==> config.mk <==
export PLATFORM = sky130hd
export DESIGN_NAME = alu_exec
export DESIGN_NICKNAME = d
export VERILOG_FILES = /design/src/rtl/alu_exec.sv
export SDC_FILE = /design/constraint.sdc
export NUM_CORES = 1
export LEC_CHECK = 0
export CORE_MARGIN = 2
export CORE_UTILIZATION = 25
export CTS_BUF_LIST = sky130_fd_sc_hd__clkbuf_16
export DETAILED_ROUTE_END_ITERATION = 10
export HOLD_SLACK_MARGIN = 0.08
export PLACE_DENSITY = 0.37
export SYNTH_ARGS = -nofsm -noshare
export SYNTH_HDL_FRONTEND = slang
export SYNTH_SLANG_ARGS = --single-unit
==> constraint.sdc <==
create_clock -name clk -period 2.75 [get_ports clk]
set_clock_uncertainty 0.05 [all_clocks]
set_input_delay 0.55 -clock clk [delete_from_list [all_inputs] [get_ports clk]]
set_output_delay 0.55 -clock clk [all_outputs]
set_load 0.1 [all_outputs]
==> src/rtl/alu_exec.sv <==
// alu_exec: execute stage behind the 3x8-bit register group.
// Latches the source (s) and destination (d) operands on start, runs a
// single-cycle logic/arith op, a bit-serial shift or an 8-step shift-add
// multiply, then spends one WB cycle driving result with we low.
// Ports:
//   clk, rst_n            clock, async active-low reset
//   start, op, s, d       request (sampled only in IDLE), opcode, operands
//   result, we            write-back data, active-low register write enable
//   busy, done            in-progress, one-cycle completion pulse (WB)
//   flag_c/z/n/v          condition flags, updated on EXEC->WB only
module alu_exec #(
  parameter int WIDTH = 8,
  parameter int SHW   = 3
) (
  input  logic             clk,
  input  logic             rst_n,
  input  logic             start,
  input  logic [2:0]       op,
  input  logic [WIDTH-1:0] s,
  input  logic [WIDTH-1:0] d,
  output logic [WIDTH-1:0] result,
  output logic             we,
  output logic             busy,
  output logic             done,
  output logic             flag_c,
  output logic             flag_z,
  output logic             flag_n,
  output logic             flag_v
);
  localparam int CW = $clog2(WIDTH) + 1;

  localparam logic [1:0] S_IDLE = 2'd0;
  localparam logic [1:0] S_EXEC = 2'd1;
  localparam logic [1:0] S_WB   = 2'd2;

  localparam logic [2:0] OP_ADD = 3'b000, OP_SUB = 3'b001, OP_AND = 3'b010,
                         OP_OR  = 3'b011, OP_XOR = 3'b100, OP_SHL = 3'b101,
                         OP_SHR = 3'b110, OP_MUL = 3'b111;

  logic [1:0]         state_q, state_d;
  logic [2:0]         op_q;
  logic [WIDTH-1:0]   s_q, d_q;
  // Work register: low half is the running result for all ops; the full
  // width holds the {partial product, multiplier} pair during MUL.
  logic [2*WIDTH-1:0] p_q, p_d;
  logic [CW-1:0]      cnt_q, cnt_d;
  logic               c_q, c_d, v_q, v_d;
  logic [WIDTH-1:0]   result_q, result_d;
  logic [3:0]         flags_q, flags_d; // {c,z,n,v}

  logic [WIDTH:0]     sum, dif, msum;
  logic [SHW-1:0]     amt;

  assign amt  = s_q[SHW-1:0];
  assign sum  = {1'b0, d_q} + {1'b0, s_q};
  assign dif  = {1'b0, d_q} - {1'b0, s_q};
  assign msum = {1'b0, p_q[2*WIDTH-1:WIDTH]} + (p_q[0] ? {1'b0, d_q} : '0);

  always_comb begin
    state_d  = state_q;
    p_d      = p_q;
    cnt_d    = cnt_q;
    c_d      = c_q;
    v_d      = v_q;
    result_d = result_q;
    flags_d  = flags_q;
    case (state_q)
      S_IDLE: if (start) begin
        state_d = S_EXEC;
        c_d     = 1'b0;
        v_d     = 1'b0;
        p_d     = (op == OP_MUL) ? {{WIDTH{1'b0}}, s} : {{WIDTH{1'b0}}, d};
        case (op)
          OP_SHL, OP_SHR: cnt_d = (s[SHW-1:0] == '0) ? CW'(1) : CW'(s[SHW-1:0]);
          OP_MUL:         cnt_d = CW'(WIDTH);
          default:        cnt_d = CW'(1);
        endcase
      end
      S_EXEC: begin
        if (cnt_q != '0) begin
          cnt_d = cnt_q - CW'(1);
          case (op_q)
            OP_ADD: begin
              p_d[WIDTH-1:0] = sum[WIDTH-1:0];
              c_d = sum[WIDTH];
              v_d = ~(d_q[WIDTH-1] ^ s_q[WIDTH-1]) & (d_q[WIDTH-1] ^ sum[WIDTH-1]);
            end
            OP_SUB: begin
              p_d[WIDTH-1:0] = dif[WIDTH-1:0];
              c_d = dif[WIDTH];  // borrow: d < s unsigned
              v_d = (d_q[WIDTH-1] ^ s_q[WIDTH-1]) & (d_q[WIDTH-1] ^ dif[WIDTH-1]);
            end
            OP_AND: p_d[WIDTH-1:0] = d_q & s_q;
            OP_OR:  p_d[WIDTH-1:0] = d_q | s_q;
            OP_XOR: p_d[WIDTH-1:0] = d_q ^ s_q;
            // Zero shift amount still burns one step but leaves d and C alone.
            OP_SHL: if (amt != '0) begin
              c_d = p_q[WIDTH-1];
              p_d[WIDTH-1:0] = {p_q[WIDTH-2:0], 1'b0};
            end
            OP_SHR: if (amt != '0) begin
              c_d = p_q[0];
              p_d[WIDTH-1:0] = {1'b0, p_q[WIDTH-1:1]};
            end
            default: p_d = {msum, p_q[WIDTH-1:1]}; // MUL shift-add step
          endcase
        end else begin
          state_d  = S_WB;
          result_d = p_q[WIDTH-1:0];
          flags_d[3] = (op_q == OP_MUL) ? (p_q[2*WIDTH-1:WIDTH] != '0) : c_q;
          flags_d[2] = (p_q[WIDTH-1:0] == '0);
          flags_d[1] = p_q[WIDTH-1];
          flags_d[0] = v_q;
        end
      end
      default: state_d = S_IDLE;
    endcase
  end

  always_ff @(posedge clk or negedge rst_n) begin
    if (!rst_n) begin
      state_q  <= S_IDLE;
      op_q     <= '0;
      s_q      <= '0;
      d_q      <= '0;
      p_q      <= '0;
      cnt_q    <= '0;
      c_q      <= 1'b0;
      v_q      <= 1'b0;
      result_q <= '0;
      flags_q  <= '0;
    end else begin
      state_q  <= state_d;
      p_q      <= p_d;
      cnt_q    <= cnt_d;
      c_q      <= c_d;
      v_q      <= v_d;
      result_q <= result_d;
      flags_q  <= flags_d;
      if (state_q == S_IDLE && start) begin
        op_q <= op;
        s_q  <= s;
        d_q  <= d;
      end
    end
  end

  assign result = result_q;
  assign we     = (state_q != S_WB);
  assign done   = (state_q == S_WB);
  assign busy   = (state_q != S_IDLE);
  assign {flag_c, flag_z, flag_n, flag_v} = flags_q;
endmodule

# After elaboration in Yosys (flattened, before gate mapping)
# Index checks and enable logic that the tools add are counted.
# word_totals
ff_bits,55
latchBits,0
ram_bits,0
mem_bits_ro,0
out_inout_bits,15
wordCells,92
memories,0
# classes
n_addsub,4
n_mul,0
div_mod_pow,0
order_cmp,0
eq_ne,21
shift,0
mux,27
bitwise,10
n_reduce_logical,19
# op_table
op,count
8-bit case mux with 7 select lines,1
8-bit two-way mux,5
16-bit two-way mux,2
16-bit case mux with 2 select lines,1
3-bit equality test (second input constant),7
8-bit by 8-bit adder with 9-bit output,2
4-bit case mux with 2 select lines,2
2-bit inequality test (second input constant),5
3-bit inequality test (second input constant),3
8-bit by 8-bit subtractor with 9-bit output,1
8-bit AND,1
8-bit zero test,1
4-bit two-way mux,2
8-bit OR,1
4-bit AND reduction,2
8-bit nonzero test,1
8-bit bitwise XOR,1
7-bit OR reduction,1
3-bit by 2-bit equality test with 1-bit output (second input constant),2
3-bit zero test,2
1-bit two-way mux,6
1-bit case mux with 2 select lines,3
6-bit AND reduction,1
5-bit inequality test (second input constant),1
20 further kinds,27

# Depth between registers and ports, before layout
# depth
word_depth,6
depth_mapped,11

# Worst setup path before layout
# OpenSTA, ideal clock, no wires.
# synth_timing
path_type,register -> output
start,register state_q[0]
end,output port done
arrival_time_ps,1929
t_required_ps,2150
path_slack_ps,221
path_stages_with_launch,3
path_buffers,0
cell_sequence,dfrtp_1 nand2b_1 inv_1
# synth_via
elab_chain_len,1
# synth_rtl
item,line,source
start: declaration,40,"logic [1:0] state_q, state_d;"
start signal: assignment,133,state_q <= state_d;
2-bit equality test,150,assign done = (state_q == S_WB);
end: declaration,24,"output logic done,"
# Every way passes these cells.

# Worst setup path after layout
# layout_timing
start,register s_q[1]
end,register v_q
# layout_via
elab_chain_len,6
# layout_rtl
item,line,source
start: declaration,42,"logic [WIDTH-1:0] s_q, d_q;"
start signal: assignment,142,s_q <= s;
8-bit by 8-bit subtractor with 9-bit output or 8-bit by 8-bit adder with 9-bit output (tied branches),"56, 55",
1-bit bitwise XOR (on tied branches),"91, 86",
1-bit AND (on tied branches),"91, 86",
1-bit case mux with 2 select lines *,82,case (op_q)
1-bit two-way mux *,80,if (cnt_q != '0) begin
1-bit case mux with 2 select lines *,67,case (state_q)
end signal: assignment,137,v_q <= v_d;
end: declaration,47,"logic c_q, c_d, v_q, v_d;"
# Every way passes the cells marked *; elsewhere a longest branch is shown, timed or not. The select of a mux whose other input is x is not followed.
# A chain may end at the register's enable or synchronous reset.

==> flow_summary.json <==
{
  "antenna_found_initial": 0,
  "drt-initial-drc-count": 189,
  "cts-htree-levels": 2,
  "routed_wirelength_mm": 11.9,
  "drtAntennaViolNets": 0,
  "max_stage_delay_ps": 460,
  "place_area_um2": 4680,
  "fillers": 1692,
  "io_buffers": 36,
  "final_area_um2": 4820,
  "whs_ps": 333,
  "rsz0062_at_grt": "no",
  "avgSynthCellArea_um2": 9.20,
  "regArea_um2": 1350,
  "grt_start_max_net_pins": 55,
  "finalSetupViolCount": 0,
  "multiInputGateArea_um2": 2490,
  "netlist.top_cell.by_area": "dfrtp_1",
  "fin_setup_tns_ps": 0,
  "synthesis.area_um2": 4100,
  "gp_congestion": 0.841,
  "initial_core_util_pct": 25.7,
  "die_h_um": 132,
  "globalRouteMet3Util_pct": 2.31,
  "hp-class": "in2async",
  "cts_setup_buffers": 0,
  "synth_top_area_share_pct": 33.0,
  "crit_fanout": 5,
  "synthCells": 445,
  "track_usage_pct": 14.5,
  "use_met2_pct": 23.4,
  "path_clk_slew_ps": 70,
  "crit_arrival_ps": 2530,
  "fin_crit_sh_pct": 86.9,
  "tightest_slew_ps": 715,
  "finalHoldViolCount": 0,
  "overflow": 0,
  "min_period_ps": 2390,
  "synth_area_leaders": "dfrtp_1, ha_1, mux2_2",
  "clk_latency_ps": 300,
  "fin_util_pct": 30.2,
  "cts_resized": 0,
  "report.final.slew_viol_count": 0,
  "post_drt_wl_per_cell_um": 17.2,
  "clk_path_buf_depth": 2,
  "drive_above_1_share_pct": 16.5,
  "worstSetupStartpointType": "flop",
  "cts_tree": "built",
  "grt_pass1_vias": 3407,
  "crit_chain": "inv_1 -> ha_1 -> a21o_1 -> a21oi_1 -> o21a_1 -> o21ai_0 -> buf_4 -> xnor2_1 -> a31o_2",
  "drc": 0,
  "die-area_um2": 17400,
  "synth_fp_nets": 505,
  "async_flop_share_pct": 100,
  "ys_seq_area_share_pct": 33.0,
  "grt_pass1_wl_mm": 19.6,
  "num_rows": 46,
  "synth_edf_count": 0,
  "grt.busiest_layer": "met2",
  "max_slew_margin_pct": 52.4,
  "cts_buffers": 5,
  "synth_seq_cells": 54,
  "maxCapViolations": 0,
  "ys_types": 60,
  "dp_hpwl_mm": 9.25,
  "root_buffer": "clkbuf_16",
  "core_um2": 15900,
  "ys.flop_type": "dfrtp_1",
  "max_freq_ghz": 0.419,
  "clkSinkCount": 54,
  "yosysWarningCount": 0,
  "holdBufCountCts": 0,
  "required_ps": 2900,
  "status": "completed",
  "critical_path_class": "reg2reg",
  "gr-usage-met1_pct": 19.9,
  "routed_via_density": 4.73,
  "crit_path_end_kind": "flop",
  "reg2reg_setup_slack_ps": 360,
  "nets": 539,
  "dr.pass1.iters": 4,
  "die_x_um": 132,
  "antenna_cells": 0,
  "cpMaxStageDelayCell": "dfrtp_1",
  "io-pin-count": 37,
  "via_count": 3290,
  "area_delta_synth_final_pct": 17.6
}
through the flow:
stage / setup WS [ps] / instances
3_5_place_dp: 242 / 688
5_1_grt: 152 / 696
4_1_cts: 339 / 696
6_report: 361 / 696
3_3_place_gp: 240 / 688
2_1_floorplan: 221 / 445
sequential cells by signal (all words and copies together), names as in the netlist:
| name | flops |
|---|---|
| op_q | 3 |
| s_q | 8 |
| v_q | 1 |
| result | 7 |
| flags_q | 4 |
| cnt_q | 4 |
| c_q | 1 |
| state_q | 2 |
| d_q | 8 |
| p_q | 16 |
worst paths after layout:
check,from,to,cells after the start
worst max register to register,s_q[1],v_q,9
min in group clk,v_q,flags_q[0],2
worst max-delay path,s_q[1],v_q,9
max in group asynchronous,rst_n,result[1],2
worst min-delay path,rst_n,d_q[4],2
worst min register to register,v_q,flags_q[0],2
layout make-up:
| type | instances | share of cell area [%] |
|---|---|---|
| flip-flops and latches | 54 | 28.1 |
| multi-input cells | 337 | 51.6 |
| inverters | 29 | 2.52 |
| well taps | 216 | 5.61 |
| clock buffers | 5 | 2.60 |
| clock inverters | 3 | 0.260 |
| repair buffers | 52 | 9.35 |
critical path: cells and delay by family, from the launching register on:
family          cells  cell delay [ps]
flops               1              460
buf+inv             2              320
fa+ha+maj           1              360
compound gates      5              970
xor+xnor            1              120
kinds of logic after synthesis:
family	Yosys count	share of synthesized area (%)
and+or+nand+nor	127	14.8
AOI/OAI and AO/OA	117	19.8
buffers and inverters	54	6.29
DFF	54	33.0
muxes	42	11.2
adders and majority gates	38	12.2
xor gates and xnor gates	13	2.78
cell usage after synthesis, types with 2 or more instances:
| cell type | count |
|---|---|
| mux2_2 | 30 |
| buf_4 | 2 |
| nand2_1 | 41 |
| a2bb2oi_1 | 4 |
| a22oi_1 | 5 |
| inv_1 | 28 |
| nor3_1 | 9 |
| mux2i_1 | 12 |
| xor2_1 | 3 |
| buf_1 | 2 |
| nor4_1 | 6 |
| fa_1 | 3 |
| o21a_1 | 2 |
| o22ai_1 | 4 |
| a21oi_1 | 22 |
| a32o_1 | 2 |
| clkbuf_1 | 8 |
| a211o_1 | 2 |
| nor2b_1 | 6 |
| o21ai_0 | 30 |
| xnor2_1 | 10 |
| a21o_1 | 5 |
| a22o_1 | 5 |
| o21bai_1 | 4 |
| or3_1 | 2 |
| o31ai_1 | 5 |
| o221ai_1 | 3 |
| ha_1 | 35 |
| nand3_1 | 5 |
| buf_6 | 3 |
| a31oi_1 | 2 |
| buf_2 | 9 |
| o211ai_1 | 3 |
| nand3b_1 | 2 |
| nor2_1 | 33 |
| a221oi_2 | 2 |
| and2_1 | 8 |
| nand2b_1 | 7 |
| a211oi_1 | 7 |
| dfrtp_1 | 54 |
cell usage in the layout (no fill, tap or decap), types with 7 or more instances in the layout:
cell / netlist / layout
mux2i_1: 12 / 12
buf_4: 2 / 30
o21ai_0: 30 / 30
xnor2_1: 10 / 10
a211oi_1: 7 / 7
nand2b_1: 7 / 7
dfrtp_1: 54 / 54
nor3_1: 9 / 9
a21oi_1: 22 / 22
nor2_1: 33 / 33
inv_1: 28 / 29
nand2_1: 41 / 41
ha_1: 35 / 35
and2_1: 8 / 8
mux2_2: 30 / 30
clkdlybuf4s50_1: 0 / 20
routing by layer:
metal | wire (um) | share of wire, % | vias up
met5 | 0 | 0 | -
met1 | 5850 | 49 | 1574
met2 | 5610 | 47 | 57
met3 | 317 | 2.7 | 9
li1 | - | - | 1650
met4 | 156 | 1.3 | 0
Power is not shown: default switching activity piles up to over one toggle a cycle in this logic, so the estimate is an artifact.
